File: src/rtl/booth_mul_seq.sv
// ----------------------------------------------------------------------------
// booth_mul_seq -- sequential radix-2 Booth signed multiplier.
//
// One shared (W+1)-bit ripple-carry add/sub stage is reused over W
// iterations. The operation follows a start/busy/done handshake toward the
// ALU control unit.
//
// Optional build macro:
//   BOOTH_SKIP_EN  when defined, an ADD-state iteration whose Booth pair is
//                  00 or 11 shifts in the same cycle, so latency varies from
//                  W+1 to 2W+1 cycles. Results are identical either way.
//
// Parameters:
//   W        operand width in bits (>= 2)
//
// Ports:
//   clk      rising-edge clock
//   rst_b    asynchronous active-low reset
//   start    request pulse, sampled only in IDLE or DONE
//   a        multiplicand, two's complement, sampled with start
//   b        multiplier, two's complement, sampled with start
//   busy     high while iterating (ADD / SHIFT)
//   done     one-cycle completion pulse
//   product  signed 2W-bit result, held until the next completion
// ----------------------------------------------------------------------------

// Parameterised ripple-carry adder. i_cin = 1 inverts i_b and adds 1, so the
// same stage performs i_a - i_b.
module rca_adder #(
    parameter int w = 9
) (
    input  logic [w-1:0] i_a,
    input  logic [w-1:0] i_b,
    input  logic         i_cin,
    output logic [w-1:0] o_sum,
    output logic         o_cout
);

    logic [w-1:0] w_b_eff;
    logic         w_carry;

    assign w_b_eff = i_b ^ {w{i_cin}};

    // Ripple the carry bit by bit from the LSB.
    always_comb begin
        w_carry = i_cin;
        o_sum   = '0;
        for (int i = 0; i < w; i++) begin
            o_sum[i] = i_a[i] ^ w_b_eff[i] ^ w_carry;
            w_carry  = (i_a[i] & w_b_eff[i]) | (w_carry & (i_a[i] ^ w_b_eff[i]));
        end
        o_cout = w_carry;
    end

endmodule

module booth_mul_seq #(
    parameter int W = 8
) (
    input  logic           clk,
    input  logic           rst_b,
    input  logic           start,
    input  logic [W-1:0]   a,
    input  logic [W-1:0]   b,
    output logic           busy,
    output logic           done,
    output logic [2*W-1:0] product
);

    localparam int CW = $clog2(W + 1);
    localparam logic [CW-1:0] CNT_LAST = CW'(W - 1);

    typedef enum logic [1:0] {
        S_IDLE  = 2'd0,
        S_ADD   = 2'd1,
        S_SHIFT = 2'd2,
        S_DONE  = 2'd3
    } state_t;

    state_t r_state;
    state_t w_next;

    logic [W:0]     r_acc;
    logic [W:0]     r_mcand;
    logic [W-1:0]   r_mplier;
    logic           r_qm1;
    logic [CW-1:0]  r_cnt;
    logic [2*W-1:0] r_product;
    logic           r_busy;
    logic           r_done;

    logic [W:0]     w_sum;
    logic           w_cout_unused;
    logic           w_sub;
    logic           w_addop;
    logic           w_last;
    logic           w_load;
    logic           w_add;
    logic           w_shift;
    logic [W:0]     w_acc_sh;
    logic [W-1:0]   w_q_sh;

    // Booth pair {Q[0], q_m1}: 10 subtracts M, 01 adds M, 00/11 leaves A alone.
    assign w_sub   = r_mplier[0] & ~r_qm1;
    assign w_addop = r_mplier[0] ^ r_qm1;
    assign w_last  = (r_cnt == CNT_LAST);

    // Arithmetic right shift of {A, Q, q_m1}; A's sign bit is replicated.
    assign w_acc_sh = {r_acc[W], r_acc[W:1]};
    assign w_q_sh   = {r_acc[0], r_mplier[W-1:1]};

    rca_adder #(
        .w (W + 1)
    ) u_addsub (
        .i_a    (r_acc),
        .i_b    (r_mcand),
        .i_cin  (w_sub),
        .o_sum  (w_sum),
        .o_cout (w_cout_unused)
    );

    // State register.
    always_ff @(posedge clk or negedge rst_b) begin
        if (!rst_b) begin
            r_state <= S_IDLE;
        end else begin
            r_state <= w_next;
        end
    end

    // Next-state and datapath control decode.
    always_comb begin
        w_next  = r_state;
        w_load  = 1'b0;
        w_add   = 1'b0;
        w_shift = 1'b0;
        case (r_state)
            S_IDLE, S_DONE: begin
                if (start) begin
                    w_load = 1'b1;
                    w_next = S_ADD;
                end else begin
                    w_next = S_IDLE;
                end
            end
            S_ADD: begin
`ifdef BOOTH_SKIP_EN
                // Nothing to add: fold the shift into this cycle.
                if (!w_addop) begin
                    w_shift = 1'b1;
                    if (w_last) begin
                        w_next = S_DONE;
                    end else begin
                        w_next = S_ADD;
                    end
                end else begin
                    w_add  = 1'b1;
                    w_next = S_SHIFT;
                end
`else
                w_add  = w_addop;
                w_next = S_SHIFT;
`endif
            end
            S_SHIFT: begin
                w_shift = 1'b1;
                if (w_last) begin
                    w_next = S_DONE;
                end else begin
                    w_next = S_ADD;
                end
            end
            default: begin
                w_next = S_IDLE;
            end
        endcase
    end

    // Booth datapath: operand load, accumulate, shift and result latch.
    always_ff @(posedge clk or negedge rst_b) begin
        if (!rst_b) begin
            r_acc     <= '0;
            r_mcand   <= '0;
            r_mplier  <= '0;
            r_qm1     <= 1'b0;
            r_cnt     <= '0;
            r_product <= '0;
        end else if (w_load) begin
            r_acc    <= '0;
            r_mcand  <= {a[W-1], a};
            r_mplier <= b;
            r_qm1    <= 1'b0;
            r_cnt    <= '0;
        end else if (w_add) begin
            r_acc <= w_sum;
        end else if (w_shift) begin
            r_acc    <= w_acc_sh;
            r_mplier <= w_q_sh;
            r_qm1    <= r_mplier[0];
            r_cnt    <= r_cnt + CW'(1);
            if (w_last) begin
                r_product <= {w_acc_sh[W-1:0], w_q_sh};
            end
        end
    end

    // Handshake flags registered from the next state so they align with it.
    always_ff @(posedge clk or negedge rst_b) begin
        if (!rst_b) begin
            r_busy <= 1'b0;
            r_done <= 1'b0;
        end else begin
            r_busy <= (w_next == S_ADD) || (w_next == S_SHIFT);
            r_done <= (w_next == S_DONE);
        end
    end

    assign busy    = r_busy;
    assign done    = r_done;
    assign product = r_product;

endmodule
File: config.mk
export PLATFORM = sky130hd
export DESIGN_NAME = booth_mul_seq
export DESIGN_NICKNAME = d
export VERILOG_FILES = /design/src/rtl/booth_mul_seq.sv
export SDC_FILE = /design/constraint.sdc
export NUM_CORES = 1
export LEC_CHECK = 0
export CORE_MARGIN = 5
export CORE_UTILIZATION = 49
export DETAILED_ROUTE_END_ITERATION = 10
export GPL_TIMING_DRIVEN = 0
export PLACE_DENSITY = 0.85
export REMOVE_ABC_BUFFERS = 1
export SLEW_MARGIN = 40
export SYNTH_ARGS = -nofsm -noshare
export SYNTH_HDL_FRONTEND = slang
export SYNTH_HIERARCHICAL = 1
export SYNTH_SLANG_ARGS = --single-unit
File: constraint.sdc
create_clock -name clk -period 4.2 [get_ports clk]
set_input_delay 0.42 -clock clk [delete_from_list [all_inputs] [get_ports clk]]
set_output_delay 0.42 -clock clk [all_outputs]
set_load 0.01 [all_outputs]
; ---- After elaboration in Yosys (flattened, before gate mapping)
; Cells that the tools add are included.
[op_classes]
shifts = 0
div_mod_pow = 0
multipliers = 0
muxes = 19
reduce_logical = 8
add_sub_neg = 1
n_lt_le_gt_ge = 0
bitwise_logic = 48
eq_ne = 8
[ops]
columns = cell, n
row1 = 8-bit two-way mux, 4
row2 = 1-bit bitwise XOR, 19
row3 = 9-bit two-way mux, 2
row4 = 1-bit AND, 17
row5 = 4-bit two-way mux, 3
row6 = 9-bit bitwise XOR, 1
row7 = "2-bit equality test, second input constant", 4
row8 = 1-bit two-way mux, 8
row9 = 1-bit bitwise OR, 8
row10 = 2-bit one-hot mux with 3 select lines, 1
row11 = "4-bit by 1-bit adder with 4-bit output, second input constant", 1
row12 = "2-bit by 1-bit equality test with 1-bit output, second input constant", 2
row13 = "4-bit by 3-bit equality test with 1-bit output, second input constant", 1
row14 = 4-bit AND reduction, 1
row15 = 2-bit nonzero test, 2
row16 = 1-bit inverter, 3
row17 = 3-bit nonzero test, 1
row18 = 2-bit logical NOT, 1
row19 = 2-bit two-way mux, 1
row20 = "2-bit inequality test, second input constant", 1
row21 = 2-bit AND reduction, 1
row22 = 2-bit OR reduction, 1
row23 = 1-bit logical OR, 1
[word_totals]
output_inout_bits = 18
ff_bits = 50
rom_bits = 0
n_memories = 0
elab_cells = 94
latch_bits = 0
in_bits = 19
ramBits = 0

; ---- Logic depth before layout (Yosys ltp)
; Gate-level depths: netlist (run 1).
[logic_depth]
word_depth = 23
ltp_mapped = 16
ltp_nobuf = 15

; ---- Hierarchy
; Netlist (run 1), hierarchy kept.
[modules_own_cells]
columns = mod, n_inst, area_per_inst_um2, cells_each, seq_area_each_um2
row1 = booth_mul_seq, 1, 2219.6, 200, 1251.2
row2 = rca_adder, 1, 314.1, 33, 0.0

; ---- Worst setup path before layout (run 1)
; No wires, ideal clock.
[synth_path]
path_kind = reg-to-reg
from = register r_mplier[0]
to = register r_acc[8]
t_arrival_ns = 3.941
path_stages_with_launch = 16
path_slack_ns = 0.141
synth_period_minus_slack_ns = 4.059
cell_sequence = dfrtp_1 -> ha_1 -> buf_6 -> xor2_1 -> fa_1 -> inv_1 -> fa_1 -> fa_1 -> fa_1 -> fa_1 -> fa_1 -> fa_1 -> inv_1 -> fa_1 -> nand3_1 -> nand2_1
[synth_via]
elab_chain_cells = 22
elab_cells_between_ends = 41
[synth_rtl]
columns = item, line_no
row1 = from (decl), 85  ; logic [W-1:0] r_mplier;
row2 = from (signal assigned), 198  ; r_mplier <= w_q_sh;
row3 = 1-bit AND *, 104  ; assign w_sub = r_mplier[0] & ~r_qm1;
row4 = named net w_sub, 94  ; logic w_sub;
row5 = 9-bit bitwise XOR, 42  ; assign w_b_eff = i_b ^ {w{i_cin}};
row6 = 1-bit bitwise XOR, 50  ; w_carry = (i_a[i] & w_b_eff[i]) | (w_carry & (i_a[i] ^ w_b_eff[i]));
row7 = 1-bit AND, 50
row8 = 1-bit bitwise OR, 50
row9 = 1-bit AND, 50
row10 = 1-bit bitwise OR, 50
row11 = [8 not listed], --
row12 = 1-bit AND, 50
row13 = 1-bit bitwise OR, 50
row14 = 1-bit AND, 50
row15 = 1-bit bitwise OR, 50
row16 = 1-bit bitwise XOR *, 49  ; o_sum[i] = i_a[i] ^ w_b_eff[i] ^ w_carry;
row17 = named net w_sum[8], 92  ; logic [W:0] w_sum;
row18 = 9-bit two-way mux *, 194  ; end else if (w_add) begin
row19 = 9-bit two-way mux *, 188  ; end else if (w_load) begin
row20 = to (signal assigned), 195  ; r_acc <= w_sum;
row21 = to (signal assigned), 197  ; r_acc <= w_acc_sh;
row22 = to (decl), 83  ; logic [W:0] r_acc;
; The timed path passes the listed nets; every way through them passes the cells marked *. The select of a mux whose other input is x is not followed.
; A chain may end at the register's enable or synchronous reset.

; ---- Worst setup path after layout (run 1)
[layout_path]
from = register r_qm1
to = register r_acc[8]
[layout_via]
elab_chain_cells = 23
elab_cells_between_ends = 42
[layout_rtl]
columns = item, line_no
row1 = from (decl), 86  ; logic r_qm1;
row2 = from (signal assigned), 199  ; r_qm1 <= r_mplier[0];
row3 = 1-bit inverter *, 104
row4 = 1-bit AND *, 104
row5 = named net w_sub, 94
row6 = 9-bit bitwise XOR, 42
row7 = 1-bit bitwise XOR, 50
row8 = 1-bit AND, 50
row9 = 1-bit bitwise OR, 50
row10 = 1-bit AND, 50
row11 = [9 not listed], --
row12 = 1-bit AND, 50
row13 = 1-bit bitwise OR, 50
row14 = 1-bit AND, 50
row15 = 1-bit bitwise OR, 50
row16 = 1-bit bitwise XOR *, 49
row17 = named net w_sum[8], 92
row18 = 9-bit two-way mux *, 194
row19 = 9-bit two-way mux *, 188
; Marks and branches as above.

==> results of run 1 <==
-- metrics by stage --
stage / setup TNS (ns) / total power (W) / util
floorplan: 0 / 0.00160 / -
global placement: -0.179 / 0.00182 / 0.571
detailed placement: -0.429 / 0.00193 / 0.579
CTS: 0 / 0.00224 / 0.602
global route: 0 / 0.00247 / 0.603
finish: 0 / 0.00225 / 0.603
-- kinds of logic (layout without fill, tap and decap cells) --
group / count (synthesis) / after routing / share of synthesized area
simple gates: 56 / 56 / 0.106
compound gates: 52 / 52 / 0.128
flops: 50 / 50 / 0.494
buf+inv: 36 / 67 / 0.0622
mux: 17 / 17 / 0.0904
fa+ha+maj: 13 / 13 / 0.0879
xor+xnor: 9 / 9 / 0.0311
-- registers in the layout, summed over array words and instances (netlist names) --
| register | cells |
|---|---|
| product | 16 |
| r_acc | 9 |
| r_mcand | 8 |
| r_mplier | 8 |
| r_cnt | 4 |
| r_state | 2 |
| busy | 1 |
| done | 1 |
| r_qm1 | 1 |
-- synth_stat cells (all sizes together) --
| master | n | area (sq um) |
|---|---|---|
| dfrtp | 50 | 1250 |
| nand2 | 26 | 97.6 |
| inv | 20 | 75.1 |
| mux2 | 17 | 229 |
| a21oi | 14 | 70.1 |
| nand3 | 14 | 70.1 |
| o21ai | 12 | 60.1 |
| clkbuf | 11 | 41.3 |
| a2bb2oi | 8 | 70.1 |
| a31oi | 8 | 50.1 |
| fa | 8 | 160 |
| nor2 | 8 | 30.0 |
| o211ai | 8 | 60.1 |
| xnor2 | 6 | 52.6 |
| buf | 5 | 41.3 |
| ha | 5 | 62.6 |
| xor2 | 3 | 26.3 |
| o31ai | 2 | 15.0 |
| or4 | 2 | 15.0 |
| and2 | 1 | 6.26 |
| nand2b | 1 | 6.26 |
| nand4b | 1 | 15.0 |
| nor2b | 1 | 6.26 |
| nor3 | 1 | 16.3 |
| or3 | 1 | 6.26 |
-- layout make-up --
type                    instances  share of cell area
well taps                      70              0.0286
clock buffers                   5              0.0225
clock inverters                 2             0.00327
repair buffers                 40               0.132
inverters                      20              0.0245
multi-input cells             147               0.380
flip-flops and latches         50               0.409
-- final timing paths --
check / from / end / slack [ns] / depth (start not counted)
setup / recovery: r_qm1$_DFFE_PN0P_ / r_acc[8]$_DFFE_PN0P_ / 0.16 / 15
hold / removal: rst_b / product[3]$_DFFE_PN0P_ / 0.003 / 1
setup reg to reg: r_qm1$_DFFE_PN0P_ / r_acc[8]$_DFFE_PN0P_ / 0.16 / 15
hold reg to reg: r_mcand[6]$_DFFE_PN0P_ / r_mcand[6]$_DFFE_PN0P_ / 0.51 / 2
max in group asynchronous: rst_b / r_acc[5]$_DFFE_PN0P_ / 3.75 / 2
min in group clk: r_mcand[6]$_DFFE_PN0P_ / r_mcand[6]$_DFFE_PN0P_ / 0.51 / 2
-- layout by cell type, fill, tap and decap left out, drive strengths merged --
master	count
a21oi	14
a2bb2oi	8
a31oi	8
and2	1
buf	5
clkbuf	5
clkdlybuf4s50	35
clkinv	2
dfrtp	50
fa	8
ha	5
inv	20
mux2	17
nand2	26
nand2b	1
nand3	14
nand4b	1
nor2	8
nor2b	1
nor3	1
o211ai	8
o21ai	12
o31ai	2
or3	1
or4	2
xnor2	6
xor2	3
-- report_power, final --
part | total (W) | switching [W] | internal [W]
clock | 0.000263 | 0.000151 | 0.000112
sequential | 0.000763 | 0.000131 | 0.000632
combinational | 0.00122 | 0.000688 | 0.000531
-- critical path, stage by stage (launching register included) --
cell,delay (ns)
dfrtp_1,0.39
inv_1,0.11
ha_4,0.17
xor2_2,0.17
fa_1,0.19
inv_1,0.06
fa_1,0.37
fa_1,0.40
fa_2,0.36
fa_2,0.36
fa_2,0.36
fa_1,0.38
inv_1,0.08
fa_1,0.40
nand3_1,0.08
nand2_1,0.07
-- what timing repair did --
action / in CTS / in global routing
pin swaps: 0 / 1
gates resized for setup: 3 / 3
endpoints found under the setup margin: 2 / 1
buffers inserted: 2 / 0
-- routing by layer --
layer / global-route usage / vias up / wire length [um] / part of all wire
met5: 0 / - / 0 / 0
li1: - / 854 / - / -
met3: 0.0362 / 6 / 220 / 0.042
met2: 0.290 / 48 / 2740 / 0.53
met4: 0.0631 / 0 / 52 / 0.010
met1: 0.224 / 880 / 2200 / 0.42
==> results.py, run 1 <==
metrics = {
    "placement": {
        "placement.setup.worst_slack_ns": -0.357,
        "placed_area_sq_um": 2940,
        "detailed_place_hpwl_mm": 3.48,
        "dp.cells": 325,
        "place_congestion": 0.772,
        "io_buffers": 36,
    },
    "timing": {
        "period_share": 0.961,
        "fmax_mhz": 248,
        "setup_viol": 0,
        "drv_slew": 0,
        "hold_violations": 0,
        "tightest_slew_ns": 0.769,
        "finalWorstSetupSlack_ns": 0.163,
        "hold_slack_ns": 0.00302,
        "finClkSkew_ns": 0.00593,
        "slew_headroom": 0.488,
        "grt_setup_unrepaired": "no",
        "period_needed_ns": 4.04,
    },
    "cts": {
        "cts_buffers": 5,
        "cts-hold-fix-buffers": 0,
        "path_clk_slew_ns": 0.09,
        "htree_num_levels": 2,
        "clk_latency_ns": 0.30,
        "cts_tree": "built",
        "cts_buffer_depth": 2,
        "cts-root-buf": "clkbuf_8",
        "cts.sinks": 50,
    },
    "critical_path": {
        "arrival_ns": 4.23,
        "crit_required_ns": 4.39,
        "worstSetupEndpointType": "flip-flop",
        "worstSetupPathType": "reg2reg",
        "cp-start-kind": "flip-flop",
        "crit_fanout": 3,
    },
    "global_routing": {
        "antenna_found_initial": 0,
        "overflow": 0,
        "grtUsageTotal": 0.174,
        "grt_max_degree": 37,
        "grt_pass1_vias": 1854,
        "grt_pass1_wl_mm": 8.89,
    },
    "routing": {
        "ant_nets": 0,
        "drc": 0,
        "drt_wl_total_mm": 5.21,
        "via_per_inst": 5.35,
        "vias": 1788,
        "dr.pass1.iters": 4,
        "drt_iter0_drc": 119,
        "wire_per_inst_um": 15.6,
    },
    "floorplan": {
        "die_h_um": 81.9,
        "dieWidth_um": 81.9,
        "rows": 26,
        "die_area_sq_um": 6710,
        "io_pins": 37,
        "core_sq_um": 5070,
        "initial_core_util": 0.499,
    },
    "run_status": {
        "status": "finished clean",
    },
    "flow_run": {
        "cap_violations": 0,
    },
    "layout": {
        "fillers": 447,
        "multi_input_area_sq_um": 1160,
        "fin_cells": 334,
        "diodes": 0,
        "final_cell_area_sq_um": 3060,
        "regArea_sq_um": 1250,
        "nNetsFinal": 296,
        "synthToLayoutAreaGrowth_pct": 20.8,
        "drive_above_1_share": 0.152,
    },
    "yosys": {
        "synth_area_sq_um": 2530,
        "netlist-cell-type-count": 29,
        "synth_cells": 233,
        "synth_seq_area_share": 0.494,
        "ys_warn_count": 6,
        "ys_ff_latch": 50,
        "avgSynthCellArea_sq_um": 10.9,
    },
    "min_path": {
        "min_path_type": "in2async",
    },
    "power_and_ir_drop": {
        "power.density_nw_per_um2": 734,
        "ir_drop_uv": 296,
        "p_leak_nw": 1.38,
    },
}
No activity file was read; power rests on OpenSTA's default activity.
==> run 2: changes to the inputs <==
CORE_UTILIZATION = 54   (was 49)
GPL_ROUTABILITY_DRIVEN = 0   (was default)
PLACE_DENSITY = 0.88   (was 0.85)
clock period = 4.22 ns   (was 4.2 ns; I/O delays follow)
==> run 2 against run 1 <==
  * Combinational power about the same
  * Utilization up 6.1 points
  * Sequential power down 0.9%
  * Worst hold slack better by 0.50 ns
  * Register-to-register slack better by 0.02 ns
  * Clock power up 29%
  * Global-route usage up 0.87 points
  * Critical path type unchanged
  * Highest routed layer unchanged
==> results.py, run 2 (synthesis gave the netlist of run 1 again) <==
metrics = {
    "run_status": {
        "status": "finished clean",
    },
    "cts": {
        "cts_buffer_depth": 2,
        "cts-root-buf": "clkbuf_8",
        "path_clk_slew_ns": 0.09,
        "cts_buffers": 5,
        "htree_num_levels": 2,
        "clk_latency_ns": 0.30,
        "cts.sinks": 50,
        "cts_tree": "built",
    },
    "critical_path": {
        "arrival_ns": 4.23,
        "worstSetupPathType": "reg2reg",
        "worstSetupEndpointType": "flip-flop",
        "crit_fanout": 3,
        "crit_required_ns": 4.42,
        "r2r_cells": 14,
        "cp-start-kind": "flip-flop",
    },
    "power_and_ir_drop": {
        "ir_drop_uv": 456,
        "p_leak_nw": 1.39,
        "p_total_w": 0.00231,
        "power.density_nw_per_um2": 752,
    },
    "routing": {
        "drt_iter0_drc": 133,
        "drt_wl_total_mm": 5.21,
        "ant_nets": 0,
        "vias": 1838,
        "dr.pass1.iters": 4,
        "drc": 0,
        "via_per_inst": 5.78,
        "wire_per_inst_um": 16.4,
    },
    "layout": {
        "synthToLayoutAreaGrowth_pct": 21.3,
        "nNetsFinal": 296,
        "final_util": 0.664,
        "layout_common_cells": "dfrtp_1 (50), clkdlybuf4s50_1 (35), nand2_1 (25)",
        "final_cell_area_sq_um": 3070,
        "final_common_cell": "dfrtp_1",
        "largest_register_ffs": 16,
        "drive_above_1_share": 0.144,
        "diodes": 0,
    },
    "global_routing": {
        "grt_pass1_wl_mm": 8.89,
        "grt_pass1_vias": 1848,
        "overflow": 0,
        "antenna_found_initial": 0,
        "grt_max_degree": 37,
        "grtUsageTotal": 0.183,
    },
    "placement": {
        "detailed_place_hpwl_mm": 3.45,
        "placed_area_sq_um": 2920,
        "io_buffers": 36,
    },
    "floorplan": {
        "dieWidth_um": 78.5,
        "initial_core_util": 0.547,
        "die_h_um": 78.5,
        "rows": 25,
        "die_area_sq_um": 6160,
        "core_sq_um": 4630,
        "io_pins": 37,
    },
    "timing": {
        "period_share": 0.956,
        "tightest_slew_ns": 0.677,
        "finalSetupTns_ns": 0,
        "fmax_mhz": 248,
        "grt_setup_unrepaired": "no",
        "slew_headroom": 0.547,
        "finClkSkew_ns": 0.0130,
        "hold_violations": 0,
        "drv_slew": 0,
        "setup_viol": 0,
        "period_needed_ns": 4.04,
    },
    "min_path": {
        "min_path_type": "reg2reg",
        "min_delay_path_depth": 2,
    },
    "flow_run": {
        "cap_violations": 0,
    },
}
==> run 2: worst max-delay path, stage by stage, from the launching register on <==
cell and delay, ns:
dfrtp_1 0.44, ha_4 0.20, xor2_2 0.17, fa_1 0.18, inv_1 0.05, fa_1 0.37
fa_1 0.38, fa_1 0.40, fa_2 0.36, fa_1 0.38, fa_1 0.38, inv_1 0.08
fa_1 0.41, nand3_1 0.08, nand2_1 0.07
==> run 2: worst paths after layout <==
kind                                          end  slack (ns)                     from
max in group asynchronous    r_acc[0]$_DFFE_PN0P_        3.25                    rst_b
min in group asynchronous  r_mcand[6]$_DFFE_PN0P_        0.53                    rst_b
min reg2reg                r_mcand[3]$_DFFE_PN0P_        0.51   r_mcand[3]$_DFFE_PN0P_
max reg2reg                  r_acc[8]$_DFFE_PN0P_        0.18  r_mplier[0]$_DFFE_PN0P_
min                        r_mcand[3]$_DFFE_PN0P_        0.51   r_mcand[3]$_DFFE_PN0P_
max                          r_acc[8]$_DFFE_PN0P_        0.18  r_mplier[0]$_DFFE_PN0P_
==> run 2: metrics by stage <==
stage	cells	setup WS (ns)	hold WS, ns
6_report	318	0.184	0.506
5_1_grt	318	0.0410	0.533
4_1_cts	318	0.0976	0.506
3_5_place_dp	309	-0.252	0.314
3_3_place_gp	307	-0.115	0.481
2_1_floorplan	217	0.0426	0.126
==> run 2: area by class of cell <==
class / instances / area [sq um]
Multi-Input combinational cell: 147 / 1160
Clock inverter: 1 / 30.0
Tap cell: 54 / 67.6
Fill cell: 368 / 1560
Inverter: 20 / 75.1
Sequential cell: 50 / 1250
Timing Repair Buffer: 40 / 407
Clock buffer: 6 / 82.6
==> run 2: per-layer routing <==
| metal | routed length (um) | global-route usage | vias up | part of all wire |
|---|---|---|---|---|
| met5 | 0 | 0 | - | 0 |
| met4 | 89 | 0.0647 | 0 | 0.017 |
| met3 | 250 | 0.0413 | 8 | 0.048 |
| met2 | 2680 | 0.298 | 48 | 0.51 |
| met1 | 2190 | 0.240 | 926 | 0.42 |
| li1 | - | - | 856 | - |
==> run 2: power breakdown <==
part	switching [W]	internal, W	total, W
logic	0.000700	0.000519	0.00122
registers	0.000127	0.000629	0.000756
clock network	0.000148	0.000190	0.000338
total	0.000976	0.00134	0.00231
==> run 2: what timing repair did <==
| item | 4_1_cts | 5_1_grt |
|---|---|---|
| setup endpoints to repair | 1 | 1 |
| endpoints found under the hold margin | 18 | 0 |
| buffers inserted | 1 | 0 |
| hold buffers | 1 | 0 |
| resized for setup | 2 | 2 |
| gates cloned | 0 | 0 |
